### src/rtl/display_stream_arbiter.sv
// Round-robin arbiter sharing one Avalon-ST display sink between NUM_SRC producers.
// Each granted beat is held in a one-entry output register until accepted or timed out.
module display_stream_arbiter #(
  parameter int NUM_SRC        = 4,
  parameter int DATA_W         = 16,
  parameter int TIMEOUT_CYCLES = 0,
  localparam int SRC_W         = (NUM_SRC > 1) ? $clog2(NUM_SRC) : 1
) (
  input  logic                      clk_hifreq,
  input  logic                      rst,
  input  logic [NUM_SRC*DATA_W-1:0] s_data,
  input  logic [NUM_SRC-1:0]        s_valid,
  output logic [NUM_SRC-1:0]        s_ready,
  output logic [DATA_W-1:0]         m_data,
  output logic                      m_valid,
  input  logic                      m_ready,
  output logic [SRC_W-1:0]          m_src,
  input  logic                      lock_en,
  input  logic [SRC_W-1:0]          lock_sel,
  output logic [15:0]               beat_count,
  output logic                      drop_pulse,
  output logic                      busy
);

  localparam int CNT_W = (TIMEOUT_CYCLES > 1) ? $clog2(TIMEOUT_CYCLES) : 1;
  localparam logic [CNT_W-1:0] CNT_LAST = CNT_W'((TIMEOUT_CYCLES > 0) ? TIMEOUT_CYCLES - 1 : 0);
  localparam bit TO_EN = (TIMEOUT_CYCLES != 0);

  typedef enum logic {IDLE = 1'b0, LOADED = 1'b1} state_t;

  state_t             state_q;
  logic [SRC_W-1:0]   rr_ptr_q;
  logic [SRC_W-1:0]   rr_ptr_d;
  logic [DATA_W-1:0]  m_data_q;
  logic [SRC_W-1:0]   m_src_q;
  logic               m_valid_q;
  logic [15:0]        beat_count_q;
  logic               drop_q;
  logic [CNT_W-1:0]   cnt_q;

  logic [NUM_SRC-1:0] elig;
  logic               win_found;
  logic [SRC_W-1:0]   win_idx;
  logic [DATA_W-1:0]  win_data;
  logic [SRC_W-1:0]   scan_idx;
  int                 scan_sum;

  // An out-of-range lock_sel matches no source, so nothing is eligible.
  always_comb begin
    elig = '0;
    for (int i = 0; i < NUM_SRC; i++) begin
      elig[i] = s_valid[i] & (~lock_en | (lock_sel == SRC_W'(i)));
    end
  end

  // Scan from the highest offset down so the source nearest rr_ptr wins.
  always_comb begin
    win_found = 1'b0;
    win_idx   = '0;
    scan_idx  = '0;
    scan_sum  = 0;
    for (int k = NUM_SRC - 1; k >= 0; k--) begin
      scan_sum = int'(rr_ptr_q) + k;
      if (scan_sum >= NUM_SRC) scan_sum = scan_sum - NUM_SRC;
      scan_idx = SRC_W'(scan_sum);
      if (elig[scan_idx]) begin
        win_found = 1'b1;
        win_idx   = scan_idx;
      end
    end
  end

  always_comb begin
    win_data = '0;
    for (int i = 0; i < NUM_SRC; i++) begin
      if (win_idx == SRC_W'(i)) win_data = s_data[i*DATA_W +: DATA_W];
    end
  end

  assign rr_ptr_d = (win_idx == SRC_W'(NUM_SRC - 1)) ? '0 : win_idx + SRC_W'(1);

  always_comb begin
    s_ready = '0;
    if (!rst && state_q == IDLE && win_found) s_ready[win_idx] = 1'b1;
  end

  always_ff @(posedge clk_hifreq) begin
    if (rst) begin
      state_q      <= IDLE;
      rr_ptr_q     <= '0;
      m_valid_q    <= 1'b0;
      m_data_q     <= '0;
      m_src_q      <= '0;
      beat_count_q <= '0;
      drop_q       <= 1'b0;
      cnt_q        <= '0;
    end else begin
      drop_q <= 1'b0;
      case (state_q)
        IDLE: begin
          if (win_found) begin
            m_data_q  <= win_data;
            m_src_q   <= win_idx;
            m_valid_q <= 1'b1;
            rr_ptr_q  <= rr_ptr_d;
            cnt_q     <= '0;
            state_q   <= LOADED;
          end
        end
        LOADED: begin
          // A sink accept on the expiry cycle takes priority over the drop.
          if (m_ready) begin
            m_valid_q    <= 1'b0;
            beat_count_q <= beat_count_q + 16'd1;
            state_q      <= IDLE;
          end else if (TO_EN && cnt_q == CNT_LAST) begin
            m_valid_q <= 1'b0;
            drop_q    <= 1'b1;
            state_q   <= IDLE;
          end else begin
            cnt_q <= cnt_q + CNT_W'(1);
          end
        end
        default: state_q <= IDLE;
      endcase
    end
  end

  assign m_data     = m_data_q;
  assign m_src      = m_src_q;
  assign m_valid    = m_valid_q;
  assign beat_count = beat_count_q;
  assign drop_pulse = drop_q;
  assign busy       = (state_q == LOADED);

endmodule

### config.mk
export PLATFORM = sky130hd
export DESIGN_NAME = display_stream_arbiter
export DESIGN_NICKNAME = d
export VERILOG_FILES = /design/src/rtl/display_stream_arbiter.sv
export SDC_FILE = /design/constraint.sdc
export NUM_CORES = 1
export LEC_CHECK = 0
export ABC_AREA = 1
export CAP_MARGIN = 10
export CORE_UTILIZATION = 44
export DETAILED_ROUTE_END_ITERATION = 10
export PLACE_DENSITY = 0.82
export SYNTH_ARGS = -nofsm -noshare
export SYNTH_HDL_FRONTEND = slang
export SYNTH_SLANG_ARGS = --single-unit
export TNS_END_PERCENT = 5
### constraint.sdc
create_clock -name clk_hifreq -period 5.85 [get_ports clk_hifreq]
set_input_delay 1.17 -clock clk_hifreq [delete_from_list [all_inputs] [get_ports clk_hifreq]]
set_output_delay 1.17 -clock clk_hifreq [all_outputs]
set_load 0.02 [all_outputs]
==> results of run 1 <==
-- routing by layer --
metal	vias up	routed length, µm	part of all wire (%)
met1	1253	2670	39
met4	0	148	2.2
met3	17	597	8.7
met5	-	0	0
li1	1441	-	-
met2	136	3470	50
-- flip-flops by register name, indices dropped and copies added (netlist names) --
name / cells
beat_count: 16
m_data: 16
m_src: 2
rr_ptr_q: 2
busy: 1
m_valid: 1
-- critical path, delay by kind of cell --
kind / cells / cell delay, ns
AND/OR/NAND/NOR: 9 / 0.84
AO/OA/AOI/OAI: 1 / 0.29
adder cells (fa/ha/maj): 1 / 0.55
buffers and inverters: 4 / 1.56
-- layout make-up --
class / count / area [µm²] / share of cell area, %
Sequential cell: 38 / 761 / 21.1
Inverter: 31 / 116 / 3.22
Clock buffer: 7 / 86.3 / 2.39
Timing Repair Buffer: 119 / 1180 / 32.6
Clock inverter: 1 / 5.00 / 0.139
Multi-Input combinational cell: 289 / 1380 / 38.1
Tap cell: 70 / 87.6 / 2.43
-- power groups by stage --
stage          registers, mW  clock network (mW)  logic, mW
6_report               0.362               0.186       1.06
5_1_grt                0.370               0.201       1.19
4_1_cts                0.362               0.190       1.06
3_5_place_dp           0.367                   0       1.06
3_3_place_gp           0.366                   0       1.04
2_1_floorplan          0.419                   0      0.688
-- layout by cell type (no fill, tap or decap), types with 2 or more instances in the layout --
| master | n |
|---|---|
| nand2_2 | 3 |
| dfxtp_1 | 38 |
| a21oi_1 | 27 |
| buf_4 | 6 |
| nor3_1 | 4 |
| o21ai_0 | 60 |
| inv_1 | 29 |
| xor2_1 | 3 |
| clkdlybuf4s50_1 | 113 |
| clkbuf_8 | 6 |
| nand4_1 | 2 |
| o21ai_1 | 3 |
| nand3_1 | 31 |
| ha_1 | 5 |
| nand2_1 | 85 |
| nor2_1 | 55 |
-- cell families (layout without fill, tap and decap cells) --
kind of cell    after synthesis  after routing
compound gates               93             93
flops                        38             38
xor+xnor                      3              3
simple gates                187            187
fa+ha+maj                     5              5
buf+inv                      50            158
other cells                   1              1
-- worst min-delay path by stage --
stage / end / slack [ns]
final: m_data[5] / 0.49
after global routing: m_data[9] / 0.51
after global placement: m_data[9] / 0.46
after CTS: m_valid / 0.49
after floorplan: rr_ptr_q[1] / 0.53
after detailed placement: m_valid / 0.47
-- synthesized netlist by cell type, types with 2 or more instances --
| cell | instances |
|---|---|
| nand3_1 | 31 |
| o21ai_1 | 3 |
| nor3_1 | 4 |
| o21ai_0 | 60 |
| nand4_1 | 2 |
| xor2_1 | 3 |
| nand2_2 | 3 |
| nor2_1 | 55 |
| nand2_1 | 85 |
| buf_1 | 2 |
| ha_1 | 5 |
| inv_1 | 29 |
| clkbuf_1 | 11 |
| buf_6 | 4 |
| a21oi_1 | 27 |
| dfxtp_1 | 38 |
-- per-stage QoR --
step                hold WS [ns]  std cells  cell area [µm²]  power (mW)
finish                     0.486        555             3610        1.61
global route               0.509        555             3610        1.76
CTS                        0.489        555             3610        1.61
detailed placement         0.473        547             3520        1.43
global placement           0.464        547             3520        1.40
floorplan                  0.526        377             2360        1.11
==> impl_metrics.tcl, run 1 <==
set metrics [dict create \
    status "finished, final reports clean" \
    finClkSkew_ns 0.00730 \
    seq_area_frac_synth_pct 32.2 \
    drt_iter0_markers 128 \
    postCtsSetupRepairBufs 0 \
    synth-simple-area-share_pct 34.3 \
    yosysUniqueCellTypes 31 \
    vias_per_cell 5.13 \
    clock_latency_ns 0.29 \
    hold_buffers 0 \
    grt_max_degree 33 \
    drt_pass1_iterations 4 \
    die_w_um 75.2 \
    port_buffers 113 \
    overflow 0 \
    grt.busiest_layer "met2" \
    synth_top_area_share_pct 32.2 \
    synthArstFlopShare_pct 0 \
    p_switching_uw 783 \
    ys_warn_count 0 \
    totalWireLength_mm 6.88 \
    syn_avg_cell_area_um2 6.26 \
    core_um2 5140 \
    layout.nets 563 \
    hp-class "reg -> reg" \
    ios 115 \
    crit_slowest_cell "clkdlybuf4s50_1" \
    hpwlAfterDp_mm 5.36 \
    synth_edf_count 0 \
    hold_viol 0 \
    netlist_area_um2 2360 \
    r2r-start "rr_ptr_q[0]" \
    relSlewSlack_pct 61.0 \
    rsz0062_at_grt "false" \
    h-tree-depth 2 \
    die_area_um2 5660 \
    grt_pass1_vias 2555 \
    r2r_slack_ns 2.65 \
    routabilityCongestion 0.933 \
    crit_path_max_incr_delay_ns 0.61 \
    wl_per_cell_um 12.4 \
    use_met2_pct 45.1 \
    yosys.area.top_type "dfxtp_1" \
    n_antenna_cell 0 \
    synth_top_family_by_area "simple AND/OR/NAND/NOR gates" \
    fillers 467 \
    setup_violations 0 \
    period_share_pct 95.7 \
    crit_type "in -> out" \
    path_cells "clkdlybuf4s50_1, nand2_1, nand2_1, nand2_1, o21ai_0, nand2_1, nand2_1, inv_1, nand2_1, nand2_1, nand2_1, ha_1, inv_1, nor2_1, clkdlybuf4s50_1" \
    endpoint "s_ready[2]" \
    area_growth_pct 52.9 \
    worstHoldStart "m_data[5]" \
    cts_tree "yes" \
    regToRegEndpoint "m_data[11]" \
    drive_gt1_share_pct 5.15 \
    cts-root-buf "clkbuf_8" \
    syn_inst 377 \
    slew_viol_final 0 \
    syn-num-nets 456 \
    finalCriticalPeriod_ns 5.60 \
    cellPowerDensity_nw_per_um2 447 \
    antenna_found_initial 0 \
    cts_buffer_depth 2 \
    r2r_cells 14 \
    grt_use_met3_pct 6.96 \
    synth_mux_area_share_pct 0 \
    grt_usage_pct 25.1 \
    max_cap_viol_count 0 \
    place_ws_ns 0.343 \
    vias 2847 \
    drc_errors 0 \
    worst_slack_ns 0.249 \
    cp_max_fo 17 \
    intPower_uw 830 \
    synth_fa_ha_area_share_pct 2.65 \
    worst_slew_pin_slew_ns 0.584 \
    rows 26 \
    final_util_pct 70.2 \
    switching_share_pct 48.5 \
    holdPathStages 2 \
    initial_core_util_pct 45.9 \
    die_y_um 75.2 \
    globalRouteMet1Util_pct 27.8 \
    cts_resized 0 \
    start_kind "input pin" \
    ys.flop_type "dfxtp_1" \
    pwr-share-comb_pct 66.0 \
    path_common_cell "nand2_1" \
    antenna_left 0 \
    setup.worst_path.end_class "output port" \
    grt_pass1_wl_mm 10.7 \
    cts_buffers 5 \
    cp.arrival_ns 4.43 \
    power_frac_seq_pct 22.4 \
    yosys-top-cells-area "dfxtp_1 32%, nand2_1 14%, o21ai_0 13%, nor2_1 8.7%, nand3_1 6.6%" \
    clkPwrFrac_pct 11.6 \
    leakage_nw 1.49 \
    ir_worst_vdd_uv 241 \
    synthXorXnorAreaFrac_pct 1.11 \
    synth_compound_area_share_pct 20.1 \
    crit_start "lock_sel[0]" \
    cp_data_required_time_ns 4.68 \
    worst_setup_hold_path_clk_slew_ns 0.07 \
    clock_sinks 38 \
    ys_seq_elements 38 \
    setup_tns_ns 0 \
    max_freq_ghz 0.179 \
]
(Power assumes the default switching activity.)
==> run 2, diff against run 1 <==
--- a/config.mk
+++ b/config.mk
@@ -8,4 +8,5 @@
 export ABC_AREA = 1
 export CAP_MARGIN = 10
+export CORE_MARGIN = 2
 export CORE_UTILIZATION = 44
 export DETAILED_ROUTE_END_ITERATION = 10
==> constraint.sdc (replaced) <==
create_clock -name clk_hifreq -period 5.85 [get_ports clk_hifreq]
set_input_delay 0.8775 -clock clk_hifreq [delete_from_list [all_inputs] [get_ports clk_hifreq]]
set_output_delay 0.8775 -clock clk_hifreq [all_outputs]
set_load 0.02 [all_outputs]
==> run 2 against run 1 <==
Register-to-register slack got worse by 0.22 ns. Worst hold slack got worse by 0.013 ns. Global-route usage down 2.3 points. Critical path depth rose by 1. Sequential share of layout area is 0.095 points lower. Non-clock buffer count fell by 4. Highest routed layer unchanged. Largest power group unchanged. Clock power increased by 45%.
==> impl_metrics.tcl, run 2 (synthesis results as in run 1) <==
set metrics [dict create \
    ios 115 \
    vias 2760 \
    die_y_um 77.2 \
    initial_core_util_pct 45.9 \
    die_area_um2 5970 \
    drt_iter0_markers 137 \
    drive_gt1_share_pct 4.57 \
    power_mw 1.68 \
    start_kind "input pin" \
    setup_tns_ns 0 \
    cts_buffer_depth 2 \
    port_buffers 113 \
    area_growth_pct 53.6 \
    cp.arrival_ns 4.34 \
    totalWireLength_mm 6.76 \
    pwr-share-comb_pct 62.4 \
    max_cap_viol_count 0 \
    r2r_slack_ns 2.43 \
    r2r_cells 17 \
    grt_pass1_wl_mm 11.2 \
    finClkSkew_ns 0.00851 \
    hp-class "reg -> reg" \
    antenna_found_initial 0 \
    vias_per_cell 5.01 \
    clkPwrFrac_pct 16.1 \
    crit_path_max_incr_delay_ns 0.63 \
    hold_viol 0 \
    layout_commonest_cell "clkdlybuf4s50_1" \
    cp_max_fo 17 \
    cts_buffers 5 \
    crit_slowest_cell "clkdlybuf4s50_1" \
    regToRegEndpoint "m_data[7]" \
    cp_num_buf_inv 5 \
    intPower_uw 890 \
    cp_data_required_time_ns 4.97 \
    p_switching_uw 787 \
    worst_setup_hold_path_clk_slew_ns 0.07 \
    relSlewSlack_pct 42.8 \
    antenna_left 0 \
    cts-root-buf "clkbuf_8" \
    finalCriticalPeriod_ns 5.22 \
    slew_viol_final 0 \
    r2r-start "rr_ptr_q[0]" \
    layout_common_cells "113 x clkdlybuf4s50_1, 85 x nand2_1, 60 x o21ai_0, 55 x nor2_1, 38 x dfxtp_1" \
    crit_type "in -> out" \
    worst-path-stages 16 \
    drc_errors 0 \
    period_share_pct 89.2 \
    path_cells "clkdlybuf4s50_1, o21ai_0, nand3_1, nand2_1, nand2_2, nand2_2, inv_1, nand2_1, nand2_1, nand2_1, nand2_1, inv_1, ha_1, clkinv_1, nor2_1, clkdlybuf4s50_1" \
    n_antenna_cell 0 \
    clock_latency_ns 0.30 \
    rsz0062_at_grt "false" \
    drt_pass1_iterations 4 \
    layout.nets 559 \
    crit_start "lock_sel[1]" \
    clock_sinks 38 \
    core_um2 5140 \
    crit_family "buffers and inverters" \
    wl_per_cell_um 12.3 \
    fillers 491 \
    switching_share_pct 46.9 \
    path_common_cell "nand2_1" \
    overflow 0 \
    power_frac_seq_pct 21.5 \
    status "finished, final reports clean" \
    cts_tree "yes" \
    cellPowerDensity_nw_per_um2 463 \
    die_w_um 77.2 \
    h-tree-depth 2 \
    hold_buffers 0 \
    max_freq_ghz 0.192 \
    endpoint "s_ready[1]" \
    setup_violations 0 \
    routabilityCongestion 0.847 \
    grt_max_degree 34 \
    grt_pass1_vias 2451 \
    worst_slew_pin_slew_ns 0.856 \
    ir_worst_vdd_uv 255 \
    grt_usage_pct 22.8 \
    setup.worst_path.end_class "output port" \
    cts_resized 0 \
    rows 26 \
    postCtsSetupRepairBufs 0 \
    leakage_nw 1.49 \
    hpwlAfterDp_mm 5.26 \
]
==> run 2: worst reg2reg max path, cell delays in order (launching register included) <==
cell and delay (ns):
dfxtp_1 0.50, xor2_1 0.23, inv_1 0.12, nand2_2 0.10
nand2_2 0.07, inv_1 0.07, nand2_1 0.06, nand3_1 0.07
nand2_1 0.11, inv_1 0.11, ha_1 0.52, clkinv_1 0.57
nand3_1 0.23, nand2_1 0.07, o21ai_0 0.11, o21ai_0 0.13
o21ai_0 0.18, nor2_1 0.05
==> run 2: stage by stage <==
step / instances / setup slack (ns) / instance area (µm²) / hold WS, ns / util, %
after floorplan: 377 / 2.24 / 2360 / 0.526 / -
after global placement: 543 / 0.745 / 3490 / 0.451 / 67.8
after detailed placement: 543 / 0.630 / 3490 / 0.457 / 67.8
after CTS: 551 / 0.647 / 3620 / 0.477 / 70.5
after global routing: 551 / 0.238 / 3620 / 0.505 / 70.5
final: 551 / 0.629 / 3620 / 0.473 / 70.5
==> run 2: power groups by stage <==
| stage | combinational, mW | clock, mW | sequential [mW] |
|---|---|---|---|
| 6_report | 1.05 | 0.270 | 0.360 |
| 3_5_place_dp | 1.04 | 0 | 0.366 |
| 3_3_place_gp | 1.03 | 0 | 0.365 |
| 4_1_cts | 1.04 | 0.272 | 0.361 |
| 2_1_floorplan | 0.688 | 0 | 0.419 |
| 5_1_grt | 1.17 | 0.286 | 0.369 |
==> run 2: layout make-up <==
type | instances | area, µm² | area share (%)
Multi-Input combinational cell | 289 | 1380 | 38.0
Timing Repair Buffer | 115 | 1150 | 31.6
Sequential cell | 38 | 761 | 21.0
Inverter | 31 | 116 | 3.21
Tap cell | 70 | 87.6 | 2.42
Clock buffer | 5 | 68.8 | 1.90
Clock inverter | 3 | 68.8 | 1.90
==> run 2: how the worst min path moves through the flow <==
stage | start | endpoint | depth (start not counted)
after CTS | m_valid | m_valid | 1
after global routing | m_valid | m_valid | 1
final | m_valid | m_valid | 1
after global placement | m_valid | m_valid | 1
after detailed placement | m_valid | m_valid | 1
after floorplan | rr_ptr_q[1] | rr_ptr_q[1] | 2
==> run 2: metal layers <==
layer | up-vias | track usage (%) | routed length, µm
met2 | 106 | 40.9 | 3360
li1 | 1432 | - | -
met3 | 9 | 6.24 | 511
met1 | 1213 | 26.4 | 2790
met4 | 0 | 6.43 | 97
met5 | - | 0 | 0
